<file path="src/rtl/fan_cmd_if.sv">
// fan_cmd_if: command/status bundle between the button/UART front-ends,
// the fan command sequencer and the speed/timer/LED datapaths.
//   btn_pe      local 1-cycle pulses [0]FND [1]SPEED [2]AUTO [3]LED [4]TIMER_STEP
//   bt_pe       Bluetooth 1-cycle pulses, same map plus [5]TIMER_CLR
//   auto_stage  temperature stage used while in auto mode
//   emcy_in/en  emergency level / emergency-stop enable
//   timeout     1-cycle pulse from the timer
//   duty, stage, auto_mode, fsm_state, fnd_sel, timer_step, timer_clr,
//   led_step, drop_cnt: sequencer outputs
// master = stimulus/front-end side, slave = sequencer side.
interface fan_cmd_if;
  logic [4:0] btn_pe;
  logic [5:0] bt_pe;
  logic [1:0] auto_stage;
  logic       emcy_in;
  logic       emcy_en;
  logic       timeout;
  logic [7:0] duty;
  logic [1:0] stage;
  logic       auto_mode;
  logic [1:0] fsm_state;
  logic       fnd_sel;
  logic       timer_step;
  logic       timer_clr;
  logic       led_step;
  logic [7:0] drop_cnt;

  modport master (
    output btn_pe, bt_pe, auto_stage, emcy_in, emcy_en, timeout,
    input  duty, stage, auto_mode, fsm_state, fnd_sel, timer_step, timer_clr,
           led_step, drop_cnt
  );

  modport slave (
    input  btn_pe, bt_pe, auto_stage, emcy_in, emcy_en, timeout,
    output duty, stage, auto_mode, fsm_state, fnd_sel, timer_step, timer_clr,
           led_step, drop_cnt
  );
endinterface

</file>
<file path="src/rtl/fan_cmd_sequencer.sv">
// fan_cmd_sequencer: merges local and Bluetooth command pulses into one
// command per cycle (local first, 1-deep pending slot for the BT loser),
// runs the OFF/RUN/EMCY_STOP/EMCY_HOLD mode FSM and ramps the PWM duty
// toward the target of the effective stage.
// Ports:
//   clk      system clock
//   reset_p  synchronous active-high reset
//   fan_io   fan_cmd_if.slave (inputs: pulses, auto_stage, emergency,
//            timeout; outputs: duty, stage, mode, state, strobes, drop_cnt)
module fan_cmd_sequencer #(
  parameter int unsigned RAMP_DIV    = 125000,
  parameter int unsigned DUTY_STEP   = 5,
  parameter int unsigned HOLD_CYCLES = 125000000
) (
  input  logic     clk,
  input  logic     reset_p,
  fan_cmd_if.slave fan_io
);
  localparam int RW = (RAMP_DIV > 1) ? $clog2(RAMP_DIV) : 1;
  localparam int HW = (HOLD_CYCLES > 1) ? $clog2(HOLD_CYCLES) : 1;
  localparam logic [RW-1:0] RAMP_LAST = RW'(RAMP_DIV - 1);
  localparam logic [HW-1:0] HOLD_LAST = HW'(HOLD_CYCLES - 1);

  localparam logic [2:0] C_FND = 3'd0, C_SPEED = 3'd1, C_AUTO = 3'd2,
                         C_LED = 3'd3, C_TSTEP = 3'd4, C_TCLR = 3'd5;

  typedef enum logic [1:0] {S_OFF, S_RUN, S_STOP, S_HOLD} state_t;

  // {valid, index} of the lowest set bit
  function automatic logic [3:0] lowest(input logic [5:0] v);
    lowest = '0;
    for (int i = 5; i >= 0; i--) if (v[i]) lowest = {1'b1, 3'(i)};
  endfunction

  function automatic logic [2:0] ones6(input logic [5:0] v);
    ones6 = '0;
    for (int i = 0; i < 6; i++) ones6 = ones6 + {2'b00, v[i]};
  endfunction

  state_t          state_q, state_d;
  logic [1:0]      stage_q, stage_d;
  logic            auto_q, auto_d, fnd_q, fnd_d;
  logic            tstep_q, tstep_d, tclr_q, tclr_d, led_q, led_d;
  logic [7:0]      duty_q, duty_d, drop_q, drop_d;
  logic [RW-1:0]   ramp_q, ramp_d;
  logic [HW-1:0]   hold_q, hold_d;
  logic            pend_vld_q, pend_vld_d;
  logic [2:0]      pend_cmd_q, pend_cmd_d;

  // ---- decode: lowest bit wins, every other set bit is a drop
  logic [3:0] loc_dec, bt_dec;
  logic       loc_vld, bt_vld;
  logic [2:0] loc_cmd, bt_cmd, loc_extra, bt_extra;
  assign loc_dec   = lowest({1'b0, fan_io.btn_pe});
  assign bt_dec    = lowest(fan_io.bt_pe);
  assign loc_vld   = loc_dec[3];
  assign loc_cmd   = loc_dec[2:0];
  assign bt_vld    = bt_dec[3];
  assign bt_cmd    = bt_dec[2:0];
  assign loc_extra = ones6({1'b0, fan_io.btn_pe}) - {2'b00, loc_vld};
  assign bt_extra  = ones6(fan_io.bt_pe) - {2'b00, bt_vld};

  // ---- arbitration
  logic       cmd_vld, lose_drop;
  logic [2:0] cmd;
  always_comb begin
    cmd_vld    = 1'b0;
    cmd        = C_FND;
    lose_drop  = 1'b0;
    pend_vld_d = pend_vld_q;
    pend_cmd_d = pend_cmd_q;
    if (fan_io.timeout) begin
      pend_vld_d = 1'b0;                 // everything this cycle is discarded
    end else if (loc_vld) begin
      cmd_vld = 1'b1;
      cmd     = loc_cmd;
      if (bt_vld) begin
        if (pend_vld_q) lose_drop = 1'b1; // slot keeps the older command
        else begin
          pend_vld_d = 1'b1;
          pend_cmd_d = bt_cmd;
        end
      end
    end else if (pend_vld_q) begin
      cmd_vld    = 1'b1;
      cmd        = pend_cmd_q;
      pend_vld_d = bt_vld;               // new BT command refills the slot
      pend_cmd_d = bt_cmd;
    end else if (bt_vld) begin
      cmd_vld = 1'b1;
      cmd     = bt_cmd;
    end
  end

  // pending content cleared by timeout is not counted as a drop
  logic [3:0] drop_inc;
  logic [8:0] drop_sum;
  assign drop_inc = {1'b0, loc_extra} + {1'b0, bt_extra} + {3'b000, lose_drop}
                  + {3'b000, fan_io.timeout & loc_vld} + {3'b000, fan_io.timeout & bt_vld};
  assign drop_sum = {1'b0, drop_q} + {5'b00000, drop_inc};

  // ---- FSM next state
  logic emcy_act, spd_off;
  assign emcy_act = fan_io.emcy_in & fan_io.emcy_en;
  // manual stage 3 -> 0 switches the fan off from any active state
  assign spd_off  = cmd_vld && (cmd == C_SPEED) && (state_q != S_OFF) && !auto_q
                    && (stage_q == 2'd3);

  always_comb begin
    state_d = state_q;
    if (fan_io.timeout || spd_off) state_d = S_OFF;
    else begin
      case (state_q)
        S_OFF:  if (cmd_vld && (cmd == C_SPEED || cmd == C_AUTO)) state_d = S_RUN;
        S_RUN:  if (emcy_act) state_d = S_STOP;
        S_STOP: if (!emcy_act) state_d = S_HOLD;
        S_HOLD: if (emcy_act) state_d = S_STOP;
                else if (hold_q == HOLD_LAST) state_d = S_RUN;
      endcase
    end
    hold_d = (state_q == S_HOLD && state_d == S_HOLD) ? hold_q + HW'(1) : '0;
  end

  // ---- outputs / datapath next values
  logic [1:0] eff_stage;
  logic [7:0] target;
  logic [8:0] gap;
  assign eff_stage = auto_q ? fan_io.auto_stage : stage_q;
  assign target    = (state_q == S_RUN) ? 8'(eff_stage) * 8'd85 : 8'd0;
  assign gap       = (duty_q < target) ? {1'b0, target} - {1'b0, duty_q}
                                       : {1'b0, duty_q} - {1'b0, target};

  always_comb begin
    stage_d = stage_q;
    auto_d  = auto_q;
    fnd_d   = fnd_q;
    tstep_d = 1'b0;
    tclr_d  = 1'b0;
    led_d   = 1'b0;
    if (fan_io.timeout) begin
      stage_d = 2'd0;
      auto_d  = 1'b0;
    end else if (cmd_vld) begin
      case (cmd)
        C_FND:   fnd_d   = ~fnd_q;
        C_LED:   led_d   = 1'b1;
        C_TCLR:  tclr_d  = 1'b1;
        C_TSTEP: tstep_d = (state_q == S_RUN);
        C_SPEED: if (state_q == S_OFF || auto_q) begin
                   stage_d = 2'd1;
                   auto_d  = 1'b0;
                 end else stage_d = stage_q + 2'd1;
        C_AUTO:  if (state_q == S_OFF || !auto_q) auto_d = 1'b1;
                 else begin
                   auto_d  = 1'b0;
                   stage_d = (fan_io.auto_stage == 2'd0) ? 2'd1 : fan_io.auto_stage;
                 end
        default: ;
      endcase
    end

    duty_d = duty_q;
    ramp_d = ramp_q;
    if (state_d == S_STOP || state_d == S_HOLD) begin
      duty_d = 8'd0;
      ramp_d = '0;
    end else if (duty_q == target) begin
      ramp_d = '0;
    end else if (ramp_q == RAMP_LAST) begin
      ramp_d = '0;
      if (gap <= 9'(DUTY_STEP))  duty_d = target;     // land exactly on target
      else if (duty_q < target)  duty_d = duty_q + 8'(DUTY_STEP);
      else                       duty_d = duty_q - 8'(DUTY_STEP);
    end else begin
      ramp_d = ramp_q + RW'(1);
    end

    drop_d = drop_sum[8] ? 8'hFF : drop_sum[7:0];
  end

  // ---- registers
  always_ff @(posedge clk) begin
    if (reset_p) begin
      state_q    <= S_OFF;
      stage_q    <= '0;
      auto_q     <= 1'b0;
      fnd_q      <= 1'b0;
      tstep_q    <= 1'b0;
      tclr_q     <= 1'b0;
      led_q      <= 1'b0;
      duty_q     <= '0;
      drop_q     <= '0;
      ramp_q     <= '0;
      hold_q     <= '0;
      pend_vld_q <= 1'b0;
      pend_cmd_q <= '0;
    end else begin
      state_q    <= state_d;
      stage_q    <= stage_d;
      auto_q     <= auto_d;
      fnd_q      <= fnd_d;
      tstep_q    <= tstep_d;
      tclr_q     <= tclr_d;
      led_q      <= led_d;
      duty_q     <= duty_d;
      drop_q     <= drop_d;
      ramp_q     <= ramp_d;
      hold_q     <= hold_d;
      pend_vld_q <= pend_vld_d;
      pend_cmd_q <= pend_cmd_d;
    end
  end

  assign fan_io.duty       = duty_q;
  assign fan_io.stage      = eff_stage;
  assign fan_io.auto_mode  = auto_q;
  assign fan_io.fsm_state  = state_q;
  assign fan_io.fnd_sel    = fnd_q;
  assign fan_io.timer_step = tstep_q;
  assign fan_io.timer_clr  = tclr_q;
  assign fan_io.led_step   = led_q;
  assign fan_io.drop_cnt   = drop_q;
endmodule
</file>
<file path="src/flat_wrapper.sv">
// flat-port wrapper written by rule: the top's interface ports become plain ports
module fan_cmd_sequencer_flat 
#(
  parameter int unsigned RAMP_DIV    = 125000,
  parameter int unsigned DUTY_STEP   = 5,
  parameter int unsigned HOLD_CYCLES = 125000000
)
  (clk, reset_p, fan_io_btn_pe, fan_io_bt_pe, fan_io_auto_stage, fan_io_emcy_in, fan_io_emcy_en, fan_io_timeout, fan_io_duty, fan_io_stage, fan_io_auto_mode, fan_io_fsm_state, fan_io_fnd_sel, fan_io_timer_step, fan_io_timer_clr, fan_io_led_step, fan_io_drop_cnt);
  fan_cmd_if fan_io_i ();
  input  logic clk;
  input  logic reset_p;
  input wire logic [$bits(fan_io_i.btn_pe)-1:0] fan_io_btn_pe;
  input wire logic [$bits(fan_io_i.bt_pe)-1:0] fan_io_bt_pe;
  input wire logic [$bits(fan_io_i.auto_stage)-1:0] fan_io_auto_stage;
  input wire logic [$bits(fan_io_i.emcy_in)-1:0] fan_io_emcy_in;
  input wire logic [$bits(fan_io_i.emcy_en)-1:0] fan_io_emcy_en;
  input wire logic [$bits(fan_io_i.timeout)-1:0] fan_io_timeout;
  output wire logic [$bits(fan_io_i.duty)-1:0] fan_io_duty;
  output wire logic [$bits(fan_io_i.stage)-1:0] fan_io_stage;
  output wire logic [$bits(fan_io_i.auto_mode)-1:0] fan_io_auto_mode;
  output wire logic [$bits(fan_io_i.fsm_state)-1:0] fan_io_fsm_state;
  output wire logic [$bits(fan_io_i.fnd_sel)-1:0] fan_io_fnd_sel;
  output wire logic [$bits(fan_io_i.timer_step)-1:0] fan_io_timer_step;
  output wire logic [$bits(fan_io_i.timer_clr)-1:0] fan_io_timer_clr;
  output wire logic [$bits(fan_io_i.led_step)-1:0] fan_io_led_step;
  output wire logic [$bits(fan_io_i.drop_cnt)-1:0] fan_io_drop_cnt;
  assign fan_io_i.btn_pe = fan_io_btn_pe;
  assign fan_io_i.bt_pe = fan_io_bt_pe;
  assign fan_io_i.auto_stage = fan_io_auto_stage;
  assign fan_io_i.emcy_in = fan_io_emcy_in;
  assign fan_io_i.emcy_en = fan_io_emcy_en;
  assign fan_io_i.timeout = fan_io_timeout;
  assign fan_io_duty = fan_io_i.duty;
  assign fan_io_stage = fan_io_i.stage;
  assign fan_io_auto_mode = fan_io_i.auto_mode;
  assign fan_io_fsm_state = fan_io_i.fsm_state;
  assign fan_io_fnd_sel = fan_io_i.fnd_sel;
  assign fan_io_timer_step = fan_io_i.timer_step;
  assign fan_io_timer_clr = fan_io_i.timer_clr;
  assign fan_io_led_step = fan_io_i.led_step;
  assign fan_io_drop_cnt = fan_io_i.drop_cnt;
  fan_cmd_sequencer #(.RAMP_DIV(RAMP_DIV), .DUTY_STEP(DUTY_STEP), .HOLD_CYCLES(HOLD_CYCLES)) u_core (.clk(clk), .reset_p(reset_p), .fan_io(fan_io_i));
endmodule
</file>
<file path="config.mk">
export PLATFORM = sky130hd
export DESIGN_NAME = fan_cmd_sequencer_flat
export DESIGN_NICKNAME = d
export VERILOG_FILES = /design/src/rtl/fan_cmd_if.sv /design/src/rtl/fan_cmd_sequencer.sv /design/src/flat_wrapper.sv
export SDC_FILE = /design/constraint.sdc
export NUM_CORES = 1
export LEC_CHECK = 0
export ABC_AREA = 0
export CAP_MARGIN = 20
export CORE_AREA = 2 2 96 98
export DETAILED_ROUTE_END_ITERATION = 12
export DIE_AREA = 0 0 98 100
export GPL_ROUTABILITY_DRIVEN = 0
export HOLD_SLACK_MARGIN = 0.12
export PLACE_DENSITY = 0.8
export REMOVE_ABC_BUFFERS = 1
export SYNTH_ARGS = -nofsm -noshare
export SYNTH_HDL_FRONTEND = slang
export SYNTH_SLANG_ARGS = --single-unit
</file>
<file path="constraint.sdc">
create_clock -name clk -period 7.1 [get_ports clk]
set_input_delay 1.065 -clock clk [delete_from_list [all_inputs] [get_ports clk]]
set_output_delay 1.065 -clock clk [all_outputs]
set_load 0.005 [all_outputs]
</file>
Word-level counts from Yosys, hierarchy flattened
Cells that the tools add are included. Widths: inputs -> output; s select.

Register bits after elaboration: 73. Bits of input ports: 18. Output and inout port bits: 25.

Add/sub/neg operators: 23. Multiply operators: 1. Magnitude comparators: 2. Eq/ne operators: 18. Muxes and demuxes: 52. Bitwise gates (word level): 9. Reductions and logical operators: 29.

Operators with widths (count): $mux 4 (11); $mux 8 (4); $add 27x1->27 const B (1); $eq 27x27->1 const B (1); $mux 3 (8); $add 3x1->3 (7); $mux 2 (10); $sub 8x8->9 (2); $add 17x1->17 const B (1); $eq 17x17->1 const B (1); $mux 1 (15); $add 4x1->4 (3); $eq 2x2->1 const B (5); $add 8x4->9 (1); $le 9x3->1 const B (1); $mux 9 (1); $reduce_and 3->1 (3); $add 8x3->8 const B (1); $eq 8x8->1 (1); $lt 8x8->1 (1); $mul 2x7->8 const B (1); $ne 2x2->1 const B (4); $pmux 2 s4 (1); $reduce_or 4->1 (2); 23 further kinds (48).

Longest topological paths before layout
Word-level depth: 21. Mapped depth: 22. Mapped depth without buffers: 21.

Worst setup path after synthesis
OpenSTA, ideal clock, no wires.

Kind: in2reg. Start: input fan_io_btn_pe[3]. End: register u_core.drop_q[6] (netlist: u_core.fan_io.drop_cnt[6]). Setup time: 0.078 ns. Arrival time: 5.447 ns. Required time: 7.022 ns. Slack: 1.575 ns. Stages: 20. Path buffers: 1. Path through: or4_4 > nand2b_4 > buf_6 > ha_1 > fa_1 > inv_1 > ha_1 > inv_1 > fa_1 > inv_1 > ha_1 > inv_1 > fa_1 > inv_1 > fa_1 > a21o_1 > a21o_1 > and2_1 > and4b_1 > nor3_1.

Cells in the longest elaborated chain, start to end: 11. Elaborated cells on any way between the ends: 16. Those cells by class: add/sub: 8; mux: 7; bitwise: 1.

RTL lines: start: declaration (RTL line flat_wrapper.sv:12) `input wire logic [$bits(fan_io_i.btn_pe)-1:0] fan_io_btn_pe;`; parallel branches: the longest is 7 deep, another holds $add 3x3->4; $add 4x1->4 (*) (2 in a row) (RTL line fan_cmd_sequencer.sv:99) `+ {3'b000, fan_io.timeout & loc_vld} + {3'b000, fan_io.timeout & bt_vld};`; $add 8x4->9 (*) (RTL line fan_cmd_sequencer.sv:100) `assign drop_sum = {1'b0, drop_q} + {5'b00000, drop_inc};`; $mux 8 (*) (RTL line fan_cmd_sequencer.sv:178) `drop_d = drop_sum[8] ? 8'hFF : drop_sum[7:0];`; end signal: assignment (RTL line fan_cmd_sequencer.sv:206) `drop_q <= drop_d;`; end: declaration (RTL line fan_cmd_sequencer.sv:44) `logic [7:0] duty_q, duty_d, drop_q, drop_d;`.

Every way passes the cells marked *. A chain may end at the register's enable or synchronous reset.

Worst setup path after layout
Start: input fan_io_bt_pe[3]. End: register u_core.drop_q[7] (netlist: u_core.fan_io.drop_cnt[7]).

Cells in the longest elaborated chain, start to end: 12. Elaborated cells on any way between the ends: 18. Those cells by class: add/sub: 9; mux: 8; bitwise: 1.

RTL lines: start: declaration (RTL line flat_wrapper.sv:13) `input wire logic [$bits(fan_io_i.bt_pe)-1:0] fan_io_bt_pe;`; parallel branches: the longest is 9 deep, another holds $add 3x3->4; $add 4x1->4 (*) (RTL line fan_cmd_sequencer.sv:99); $add 8x4->9 (*) (RTL line fan_cmd_sequencer.sv:100); $mux 8 (*) (RTL line fan_cmd_sequencer.sv:178).

Marked as above.

==> results_dict.tcl <==
set metrics [dict create \
    outcome "complete, no violations" \
    p_switching_mw 0.334 \
    setup_viol_count_final 0 \
    finalClockSkew_ps 11.9 \
    irDropWorstVdd_v 0.000108 \
    fillCellCount 736 \
    fin_crit_ps 5880 \
    antenna_found_initial 0 \
    pwr-share-clk 0.311 \
    ctsHoldBuffers 0 \
    wl_um 10800 \
    final_cell_mix "dfxtp_1 (73), nor2_1 (69), inv_1 (48)" \
    hold_path_end "u_core.ramp_q[0]" \
    yosys-top-cells-area "dfxtp_1 (29%), ha_1 (9.8%), xor2_1 (6.2%)" \
    cts_buffer_depth 2 \
    p_sw_frac 0.308 \
    cts_tree "done" \
    max_freq_mhz 170 \
    min_path_cells 1 \
    worstMarginPinSlew_ps 699 \
    crit_required_ps 7340 \
    drive_above_1_share 0.0673 \
    final_common_cell "dfxtp_1" \
    synth_largest_area_cell "dfxtp_1" \
    max_stage_delay_ps 520 \
    cp_slowest_cell "fa_1" \
    die_w_um 98 \
    start_util 0.573 \
    path_common_cell "fa_1" \
    io_buffers 42 \
    min-delay-start "u_core.ramp_q[0]" \
    std_cell_rows 35 \
    die_y_um 100 \
    drc 0 \
    num_vias 4293 \
    r2r_end "u_core.fan_io.duty[7]" \
    io_pins 43 \
    critPathKind "input port to register" \
    whs_ps 454 \
    yosysTopAreaCellShare 0.287 \
    area_growth_pct 13.3 \
    insertion_delay_ps 350 \
    avgSynthCellArea_um2 8.53 \
    wl_per_cell_um 14.3 \
    first_pass_iters 7 \
    synth_cell_types 64 \
    synth_top_family_by_area "simple AND/OR/NAND/NOR gates" \
    dieArea_um2 9800 \
    slew_violations 0 \
    cp_max_fo 5 \
    timing.rr.start "u_core.fan_io.auto_mode" \
    synth_xor_area_frac 0.101 \
    p_leak_nw 2.36 \
    max_slew_margin 0.533 \
    min_path_type "register to register" \
    detail_route.iter0.violations 216 \
    cts_buffers 9 \
    antenna_cells 0 \
    ys_seq_elements 73 \
    synth_ff_type "dfxtp_1" \
    nets 704 \
    synth_adder_area_share 0.147 \
    yosysSeqAreaShare 0.287 \
    grt_pass1_wl_um 18900 \
    p_int_mw 0.750 \
    synth_edf_count 0 \
    final_antenna_net_count 0 \
    synthMuxAreaShare 0.0187 \
    grt_max_degree 28 \
    rrSetupSlack_ps 2050 \
    viasPerCell 5.72 \
    crit_path_start_kind "input port" \
    hold_viol_final 0 \
    dp_hpwl_um 8390 \
    reg2reg_depth 16 \
    rsz0062_at_grt "no" \
    postSynthCellCount 597 \
    endpoint_kind "register" \
    async_flop_share 0 \
    pwr-share-comb 0.284 \
    netlist_area_um2 5090 \
    clockRootBuffer "clkbuf_8" \
    yosys.area_share.simple 0.255 \
    fin_crit_sh 0.828 \
    cp.arrival_ps 6120 \
    cts_max_level 3 \
    p_seq_frac 0.405 \
    ys_warn_count 0 \
    postCtsSetupBuffers 0 \
    synth_compound_area_frac 0.136 \
    fp.coreArea_um2 8890 \
    drv_cap 0 \
    powerDensity_nw_per_um2 188 \
    grt_pass1_vias 4235 \
    overflow 0 \
    post_cts_resized 0 \
    worstPathCellList "clkdlybuf4s50_1 -> nor2_1 -> nand3_1 -> ha_1 -> fa_1 -> fa_1 -> fa_1 -> inv_1 -> fa_1 -> inv_1 -> fa_1 -> inv_1 -> ha_1 -> a21o_1 -> a21oi_1 -> nor2b_1 -> o21ai_0 -> nor2_1 -> o211a_1" \
    clkTransAtPathRegs_ps 90 \
    final.setup.tns_ps 0 \
    grtUsageTotal 0.230 \
    cts.sinks 73 \
]
-- cell usage after synthesis (all sizes together), types with 8 or more instances --
master	count
a21oi	24
a31oi	9
dfxtp	73
a21o	12
nand4	15
clkbuf	10
inv	48
xor2	36
nand3	28
xnor2	23
ha	40
fa	12
nand2	43
and2	8
and3	12
nor2	79
nor3	10
o21ai	17
-- critical path: cells and delay by family --
| kind | cells | cell delay, ps |
|---|---|---|
| AO/OA/AOI/OAI | 4 | 820 |
| adder cells (fa/ha/maj) | 7 | 2890 |
| buffers and inverters | 4 | 720 |
| AND/OR/NAND/NOR | 4 | 640 |
-- stage by stage --
step,setup WS [ps],std cells,util,power (mW),cell area [µm²]
after floorplan,1650,580,-,0.666,4990
after global placement,1080,734,0.625,0.739,5560
after detailed placement,894,734,0.625,0.760,5560
after CTS,1260,750,0.649,1.10,5770
after global routing,839,750,0.649,1.16,5770
final,1220,750,0.649,1.08,5770
-- layer usage --
metal | global-route usage | vias to the layer above | share of wire
li1 | - | 2150 | -
met1 | 0.285 | 2032 | 0.45
met2 | 0.408 | 97 | 0.49
met3 | 0.0515 | 14 | 0.046
met4 | 0.0545 | 0 | 0.0096
met5 | 0 | - | 0
-- flip-flops by register name, summed over array words and instances (netlist names), 2 cells and up --
name and flops:
u_core.fan_io.drop_cnt 8, u_core.fan_io.duty 8, u_core.fan_io.fsm_state 2, u_core.hold_q 27
u_core.pend_cmd_q 3, u_core.ramp_q 17, u_core.stage_q 2
-- power groups by stage --
| stage | sequential (mW) | clock, mW | combinational, mW |
|---|---|---|---|
| 3_5_place_dp | 0.449 | 0 | 0.311 |
| 5_1_grt | 0.442 | 0.364 | 0.355 |
| 6_report | 0.439 | 0.337 | 0.308 |
| 3_3_place_gp | 0.448 | 0 | 0.291 |
| 2_1_floorplan | 0.447 | 0 | 0.219 |
| 4_1_cts | 0.439 | 0.345 | 0.313 |
-- layout make-up --
cell class	instances	area, µm²	area share
Timing Repair Buffer	43	428	0.0742
Clock buffer	9	124	0.0215
Clock inverter	7	83.8	0.0145
Tap cell	111	139	0.0241
Inverter	48	180	0.0312
Multi-Input combinational cell	459	3350	0.581
Sequential cell	73	1460	0.253
-- cell families (layout without fill, tap and decap cells) --
| family | Yosys count | after routing |
|---|---|---|
| compound gates | 98 | 98 |
| xor+xnor | 59 | 59 |
| fa+ha+maj | 53 | 53 |
| buf+inv | 65 | 107 |
| flops | 73 | 73 |
| mux | 9 | 9 |
| simple gates | 240 | 240 |
-- how the worst max path moves through the flow --
stage                startpoint                        end  slack [ps]  depth (start not counted)
6_report        fan_io_bt_pe[3]  u_core.fan_io.drop_cnt[7]        1220                         19
3_5_place_dp    fan_io_bt_pe[3]  u_core.fan_io.drop_cnt[7]         890                         19
3_3_place_gp   fan_io_btn_pe[3]  u_core.fan_io.drop_cnt[6]        1080                         20
2_1_floorplan  fan_io_btn_pe[3]  u_core.fan_io.drop_cnt[6]        1650                         19
4_1_cts         fan_io_bt_pe[3]  u_core.fan_io.drop_cnt[7]        1260                         19
5_1_grt         fan_io_bt_pe[3]  u_core.fan_io.drop_cnt[7]         840                         19
Note: power is estimated with default switching activity, not from simulation.
